**src/rtl/if_id_queue.sv**
```systemverilog
// Instruction buffer between if_stage and id_stage.
// FIFO of instr/PC pairs, valid/ready on both sides, single-cycle flush.
module if_id_queue #(
    parameter int DEPTH   = 4,
    parameter int INSTR_W = 32,
    parameter int PC_W    = 64
) (
    input  logic                       clk,
    input  logic                       rst_n,
    input  logic                       i_flush,
    input  logic                       i_if_valid,
    input  logic [INSTR_W-1:0]         i_if_instr,
    input  logic [PC_W-1:0]            i_if_pc,
    output logic                       o_if_ready,
    output logic                       o_id_valid,
    output logic [INSTR_W-1:0]         o_id_instr,
    output logic [PC_W-1:0]            o_id_pc,
    input  logic                       i_id_ready,
    output logic [$clog2(DEPTH):0]     o_count
);

    localparam int AW = $clog2(DEPTH);
    localparam int CW = AW + 1;
    localparam logic [CW-1:0] FULL_CNT = CW'(DEPTH);

    logic [AW-1:0]      wptr_q, wptr_d;
    logic [AW-1:0]      rptr_q, rptr_d;
    logic [CW-1:0]      count_q, count_d;
    logic [INSTR_W-1:0] instr_mem [DEPTH];
    logic [PC_W-1:0]    pc_mem    [DEPTH];

    logic empty;
    logic full;
    logic push;
    logic pop;

    assign empty = (count_q == '0);
    assign full  = (count_q == FULL_CNT);

    // Ready depends on registered occupancy only, so a pop never frees a slot
    // for a push in the same cycle.
    assign o_if_ready = ~full;
    assign o_id_valid = ~empty & ~i_flush;
    assign o_count    = count_q;

    assign push = i_if_valid & o_if_ready & ~i_flush;
    assign pop  = o_id_valid & i_id_ready;

    always_comb begin
        o_id_instr = '0;
        o_id_pc    = '0;
        if (!empty) begin
            o_id_instr = instr_mem[rptr_q];
            o_id_pc    = pc_mem[rptr_q];
        end
    end

    always_comb begin
        wptr_d  = wptr_q;
        rptr_d  = rptr_q;
        count_d = count_q;
        if (i_flush) begin
            wptr_d  = '0;
            rptr_d  = '0;
            count_d = '0;
        end else begin
            if (push) wptr_d = wptr_q + AW'(1);
            if (pop)  rptr_d = rptr_q + AW'(1);
            unique case ({push, pop})
                2'b10:   count_d = count_q + CW'(1);
                2'b01:   count_d = count_q - CW'(1);
                default: count_d = count_q;
            endcase
        end
    end

    always_ff @(posedge clk or negedge rst_n) begin
        if (!rst_n) begin
            wptr_q  <= '0;
            rptr_q  <= '0;
            count_q <= '0;
        end else begin
            wptr_q  <= wptr_d;
            rptr_q  <= rptr_d;
            count_q <= count_d;
        end
    end

    // Storage carries no reset; occupancy alone qualifies its contents.
    always_ff @(posedge clk) begin
        if (push) begin
            instr_mem[wptr_q] <= i_if_instr;
            pc_mem[wptr_q]    <= i_if_pc;
        end
    end

endmodule
```
**config.mk**
```make
export PLATFORM = sky130hd
export DESIGN_NAME = if_id_queue
export DESIGN_NICKNAME = d
export VERILOG_FILES = /design/src/rtl/if_id_queue.sv
export SDC_FILE = /design/constraint.sdc
export NUM_CORES = 1
export LEC_CHECK = 0
export CORE_ASPECT_RATIO = 0.75
export CORE_MARGIN = 4
export CORE_UTILIZATION = 49
export DETAILED_ROUTE_END_ITERATION = 7
export GPL_TIMING_DRIVEN = 0
export PLACE_DENSITY = 0.79
export SYNTH_ARGS = -nofsm -noshare
export SYNTH_HDL_FRONTEND = slang
export SYNTH_SLANG_ARGS = --single-unit
```
**constraint.sdc**
```tcl
create_clock -name clk -period 3.8 [get_ports clk]
set_clock_uncertainty 0.1 [all_clocks]
set_input_delay 0.95 -clock clk [delete_from_list [all_inputs] [get_ports clk]]
set_output_delay 0.95 -clock clk [all_outputs]
set_load 0.05 [all_outputs]
```
==> results of run 1 <==
[routing by layer]
| metal | vias up | share of wire (%) | global-route usage [%] |
|---|---|---|---|
| met5 | - | 0.11 | 0 |
| met1 | 3703 | 42 | 25.3 |
| met3 | 43 | 7.7 | 5.01 |
| met2 | 231 | 48 | 29.0 |
| li1 | 3228 | - | - |
| met4 | 6 | 1.4 | 3.82 |
[flip-flops by register name, summed over array words and instances (netlist names)]
register and count:
o_count 3, instr_mem 128, rptr_q 2, wptr_q 2, pc_mem 256
[through the flow]
step / hold slack, ps / TNS, ps
2_1_floorplan: 443 / 0
3_3_place_gp: 464 / -389750
3_5_place_dp: 477 / -3270
4_1_cts: 485 / -54.6
5_1_grt: 520 / 0
6_report: 486 / 0
[power breakdown]
group,internal [mW],leakage [nW],switching [mW]
Clock,1.94,0.560,1.51
Sequential,4.89,3.58,0.0348
Combinational,0.657,2.02,1.21
Total,7.49,6.16,2.76
[synth_stat cells, drive strengths merged, types with 3 or more instances]
| library cell | instances | area, µm² |
|---|---|---|
| edfxtp | 384 | 11500 |
| and2 | 100 | 626 |
| mux4 | 96 | 2160 |
| buf | 21 | 144 |
| clkbuf | 16 | 60.1 |
| dfrtp | 7 | 175 |
| nor2 | 7 | 26.3 |
| a21oi | 5 | 25.0 |
| nand2 | 5 | 18.8 |
| ha | 4 | 50.1 |
| inv | 4 | 15.0 |
| nand3 | 4 | 20.0 |
| o21ai | 3 | 15.0 |
| xor2 | 3 | 26.3 |
[worst min-delay path by stage]
stage,startpoint,end,slack [ps],cells after the start
after floorplan,wptr_q[1],wptr_q[1],440,2
after global placement,wptr_q[1],wptr_q[1],460,2
after detailed placement,wptr_q[1],wptr_q[1],480,2
after CTS,wptr_q[1],wptr_q[1],480,2
after global routing,wptr_q[1],wptr_q[1],520,2
final,wptr_q[1],wptr_q[1],490,2
[worst max-delay path, stage by stage, from the launching register on]
cell and delay, ps:
dfrtp_1 320, buf_2 240, clkbuf_1 600, mux4_2 420
and2_1 170, clkdlybuf4s15_2 320
[cell families (layout without fill, tap and decap cells)]
group,count (synthesis),count (layout),share of synthesized area (%)
flip-flops,391,391,77.9
buffers and inverters,41,311,1.46
AO/OA/AOI/OAI,11,11,0.433
multiplexers,96,96,14.4
XOR/XNOR,5,5,0.291
adder cells (fa/ha/maj),5,5,0.466
AND/OR/NAND/NOR,127,127,5.09
[layout by cell type, fill, tap and decap left out, types with 3 or more instances in the layout]
| cell | synthesis | final |
|---|---|---|
| o21ai_0 | 3 | 3 |
| dfrtp_1 | 7 | 7 |
| clkbuf_16 | 0 | 39 |
| clkbuf_2 | 0 | 56 |
| clkdlybuf4s15_1 | 0 | 7 |
| inv_1 | 4 | 4 |
| and2_4 | 0 | 4 |
| xor2_1 | 3 | 3 |
| a21oi_1 | 5 | 5 |
| clkinv_1 | 0 | 10 |
| and2_1 | 100 | 96 |
| clkbuf_1 | 16 | 12 |
| buf_16 | 0 | 4 |
| nand2_1 | 5 | 5 |
| nand3_1 | 4 | 4 |
| nor2_1 | 7 | 7 |
| clkdlybuf4s15_2 | 0 | 15 |
| dlygate4sd2_1 | 0 | 22 |
| mux4_2 | 96 | 96 |
| clkinv_2 | 0 | 9 |
| buf_2 | 16 | 19 |
| buf_4 | 0 | 3 |
| clkdlybuf4s50_1 | 0 | 103 |
| ha_1 | 4 | 4 |
| edfxtp_1 | 384 | 384 |
| buf_6 | 3 | 3 |
[layout make-up]
type,count,area [µm²],share of cell area [%]
sequential,391,11700,63.2
multi-input combinational,244,3120,16.8
timing repair buffer,204,1840,9.92
clock buffer,44,995,5.37
tap,399,499,2.70
buffer,37,223,1.20
clock inverter,22,130,0.703
inverter,4,15.0,0.0811
[what timing repair did]
item / CTS / global route
gates resized for setup: 166 / 101
hold buffers: 0 / 0
setup endpoints to repair: 97 / 83
hold endpoints to repair: 0 / 0
==> metrics.yaml, run 1 <==
worst_pin_slew_ps: 794
cts.sinks: 391
crit_path_max_fanout: 10
coreArea_mm2: 0.0302
dp.cells: 1279
cts_setup_buffers: 0
p_total_mw: 10.2
area_growth_pct: 23.2
routabilityCongestion: 0.728
r2r_slack_ps: 1070
max_slew_margin_pct: 47.1
fp.dieW_um: 210
fill_cells: 2157
cp-start-kind: "flip-flop"
hold_viol: 0
place_hpwl_um: 18700
synth_nets: 782
grt_pass1_vias: 7864
hold_class: "flip-flop to flip-flop"
drv_slew: 0
cts_tree: "done"
drc: 0
clk_path_buf_depth: 3
peakVddDrop_mv: 0.402
avgSynthCellArea_um2: 22.2
synth_seq_area_share_pct: 77.9
setup_slack_ps: 166
yosysUniqueCellTypes: 28
utilization_pct: 61.3
synth_edf_count: 384
fmax_ghz: 0.275
postSynthCellCount: 676
ys_warn_count: 0
h-tree-depth: 2
cts-root-buf: "clkbuf_16"
max-cap-violations: 0
wl_um: 30200
r2r_start: "o_count[0]"
cts.clk_slew.worst_paths_ps: 60
reg2reg_to: "pc_mem[3][17]"
worstSetupPathType: "flip-flop to output port"
post-route-period-util_pct: 95.6
grt_overflow: 0
endpoint: "o_id_instr[28]"
cp-end-kind: "output port"
setup_viol_count_final: 0
grt_antenna_before_repair: 3
grt_pass1_wl_um: 46500
rsz0062_at_grt: "no"
dr.pass1.iters: 5
synth-seq-cells: 391
boundaryPins: 202
async_flop_share_pct: 1.79
clk-insertion-delay-late_ps: 510
power-per-cell-area_mw_per_mm2: 553
place_ws_ps: -39.8
r2r_cells: 5
dieArea_mm2: 0.0336
nets: 1026
leakage_nw: 6.16
final_area_mm2: 0.0185
vias: 7211
status: "completed"
netlist_area_mm2: 0.0150
fp.dieH_um: 160
fin_crit_ps: 3630
fin_cells: 1345
drtIter0Drc: 542
avgRoutedWirePerCell_um: 22.4
synth_ff_type: "edfxtp_1"
grt_max_degree: 53
timing.critical_path.from: "rptr_q[1]"
worstPathArrival_ps: 2580
start_util_pct: 49.8
dpl-instance-area_mm2: 0.0177
critPathRequiredTime_ps: 2750
via_per_inst: 5.36
grtUsageTotal_pct: 18.1
cts_buffers: 38
io_buffers: 200
placementRows: 55
drive_gt1_share_pct: 27.0
antenna_left: 0
diodes: 0
(Power assumes the default switching activity.)
==> run 2: changes to the inputs <==
--- a/config.mk
+++ b/config.mk
@@ -8,6 +8,7 @@
 export CORE_ASPECT_RATIO = 0.75
 export CORE_MARGIN = 4
 export CORE_UTILIZATION = 49
+export CTS_CLUSTER_SIZE = 14
 export DETAILED_ROUTE_END_ITERATION = 7
 export GPL_TIMING_DRIVEN = 0
 export PLACE_DENSITY = 0.79
==> run 2 against run 1 <==
  * First-iteration DRC count decreased by 4.4%
  * Final area increased by 0.46%
  * Global-route usage about the same
  * Combinational power about the same
  * Flip-flop and latch count unchanged
  * Fmax decreased by 0.12%
  * Critical endpoint unchanged
==> metrics.yaml, run 2 (synthesis gave the netlist of run 1 again) <==
status: "completed"
worst_pin_slew_ps: 808  # +13.5 ps
vias: 7290  # +1.1%
coreArea_mm2: 0.0302  # unchanged
cts_buffers: 38  # unchanged
fin_crit_ps: 3640  # +4.49 ps
io_buffers: 200  # unchanged
dr_wl_met3_um: 2430  # +4.6%
r2r_slack_ps: 1040  # -30 ps
hold_class: "flip-flop to flip-flop"
post-route-period-util_pct: 95.8  # +0.12 points
leakage_nw: 6.18  # +0.37%
grt_pass1_vias: 7857  # -0.089%
dp.cells: 1279  # unchanged
cts.sinks: 391  # unchanged
r2r_start: "o_count[0]"
drive_gt1_share_pct: 27.3  # +0.31 points
largest_reg_flops: 256  # unchanged
routabilityCongestion: 0.728  # unchanged
max_slew_margin_pct: 46.2  # -0.90 points
hold_viol: 0  # unchanged
hold_ws_ps: 486  # +0.612 ps
placementRows: 55  # unchanged
power-per-cell-area_mw_per_mm2: 560  # +1.4%
dr.pass1.iters: 5  # unchanged
grtUsageTotal_pct: 18.1  # +0.038 points
drv_slew: 0  # unchanged
mostFrequentLayoutCells: "384 x edfxtp_1, 103 x clkdlybuf4s50_1, 96 x mux4_2, 96 x and2_1, 57 x clkbuf_2"
fp.dieW_um: 210  # unchanged
cts_tree: "done"
fmax_ghz: 0.275  # -0.12%
critPathRequiredTime_ps: 2750  # about the same
avgRoutedWirePerCell_um: 22.4  # -0.19%
reg2reg_to: "pc_mem[3][17]"
drtIter0Drc: 518  # -4.4%
holdPathEnd: "wptr_q[1]"
grt_overflow: 0  # unchanged
cp-start-kind: "flip-flop"
grt_antenna_before_repair: 3  # unchanged
place_ws_ps: -39.8  # unchanged
power.internal_mw: 7.65  # +2.2%
worstPathArrival_ps: 2590  # about the same
clk-insertion-delay-late_ps: 520  # about the same
p_total_mw: 10.4  # +1.8%
cts_hold_buf: 0  # unchanged
p_switching_mw: 2.78  # +0.83%
setup_slack_ps: 161  # -4.49 ps
p_clk_share_pct: 34.8  # +1.1 points
cts_setup_buffers: 0  # unchanged
hold-path-cell-count: 2  # unchanged
cts-root-buf: "clkbuf_16"
grt_max_degree: 53  # unchanged
fin_cells: 1350  # +0.37%
area_growth_pct: 23.8
place_hpwl_um: 18700  # unchanged
wl_met2_um: 14600  # +0.21%
h-tree-depth: 2  # unchanged
crit_path_max_fanout: 10  # unchanged
grt_pass1_wl_um: 46600  # +0.22%
start_util_pct: 49.8  # unchanged
max-cap-violations: 0  # unchanged
final_common_cell: "edfxtp_1"
dieArea_mm2: 0.0336  # unchanged
clk_path_buf_depth: 3  # unchanged
swShare_pct: 26.6  # -0.26 points
top_layer_used: "met5"
setup_viol_count_final: 0  # unchanged
r2r_cells: 5  # unchanged
cts.clk_slew.worst_paths_ps: 60  # about the same
via_per_inst: 5.40  # +0.72%
fin_tns_setup_ps: 0  # unchanged
worstHoldStart: "wptr_q[1]"
cp-end-kind: "output port"
regMostFlops: "pc_mem"
antenna_left: 0  # unchanged
wl_um: 30200  # +0.18%
fp.dieH_um: 160  # unchanged
drc: 0  # unchanged
boundaryPins: 202  # unchanged
wirelength_met1_um: 12700  # -0.82%
rsz0062_at_grt: "no"
worstSetupPathType: "flip-flop to output port"
seq_power_share_pct: 47.2  # -0.9 points
pwr-share-comb_pct: 17.9  # -0.4 points
nets: 1026  # unchanged
peakVddDrop_mv: 0.401  # about the same
run 2: cell types whose count changed in the layout (fill, tap and decap cells not counted), sizes merged, moves of 2 or more:
cell,change
dlygate4sd2,-2
clkbuf,+6
clkinv,-3
clkinvlp,+2
run 2: how the worst max path moves through the flow:
stage	slack (ps)	to	start
2_1_floorplan	470	instr_mem[0][0]	o_count[0]
3_3_place_gp	-1030	pc_mem[2][17]	i_if_valid
3_5_place_dp	-40	pc_mem[3][17]	i_if_valid
4_1_cts	-60	o_id_instr[21]	o_count[0]
5_1_grt	30	o_id_pc[56]	rptr_q[1]
6_report	160	o_id_instr[28]	rptr_q[1]
run 2: area by class of cell:
cell class | count | area (µm²)
Fill cell | 2135 | 11600
Inverter | 4 | 15.0
Timing Repair Buffer | 204 | 1840
Clock buffer | 49 | 1060
Multi-Input combinational cell | 244 | 3120
Sequential cell | 391 | 11700
Buffer | 37 | 223
Clock inverter | 21 | 153
Antenna cell | 1 | 2.50
Tap cell | 399 | 499
run 2: routing by layer:
metal	track usage (%)	vias up
met5	0	-
met4	3.82	6
met3	5.09	45
met2	28.9	248
met1	25.4	3751
li1	-	3240
run 2: repair_timing:
action | CTS | global route
endpoints found under the setup margin | 97 | 80
gates resized for setup | 169 | 102
hold endpoints to repair | 0 | 0
run 2: worst max-delay path, cell delays in order (launching register included):
cell and delay [ps]:
dfrtp_1 320, buf_2 240, clkbuf_1 600, mux4_2 420, and2_1 170, clkdlybuf4s15_2 320
run 2: through the flow:
step / utilization, % / instance area, µm²
2_1_floorplan: - / 15000
3_3_place_gp: 58.1 / 17500
3_5_place_dp: 58.4 / 17700
4_1_cts: 62.3 / 18800
5_1_grt: 61.6 / 18600
6_report: 61.6 / 18600
run 2: power groups by stage:
stage               Sequential [mW]  Combinational, mW  Clock, mW
floorplan                      5.02               1.29          0
global placement               5.02               1.99          0
global route                   4.93               1.98       3.93
CTS                            4.93               1.93       3.72
detailed placement             5.02               2.03          0
finish                         4.93               1.87       3.63
==> run 3: changes to the inputs <==
--- a/config.mk
+++ b/config.mk
@@ -10,6 +10,7 @@
 export CORE_UTILIZATION = 49
 export CTS_CLUSTER_SIZE = 14
 export DETAILED_ROUTE_END_ITERATION = 7
+export GPL_ROUTABILITY_DRIVEN = 0
 export GPL_TIMING_DRIVEN = 0
 export PLACE_DENSITY = 0.79
 export SYNTH_ARGS = -nofsm -noshare
==> results of run 3 <==
No change in the layout: final DEF, timing and power equal those of run 2.
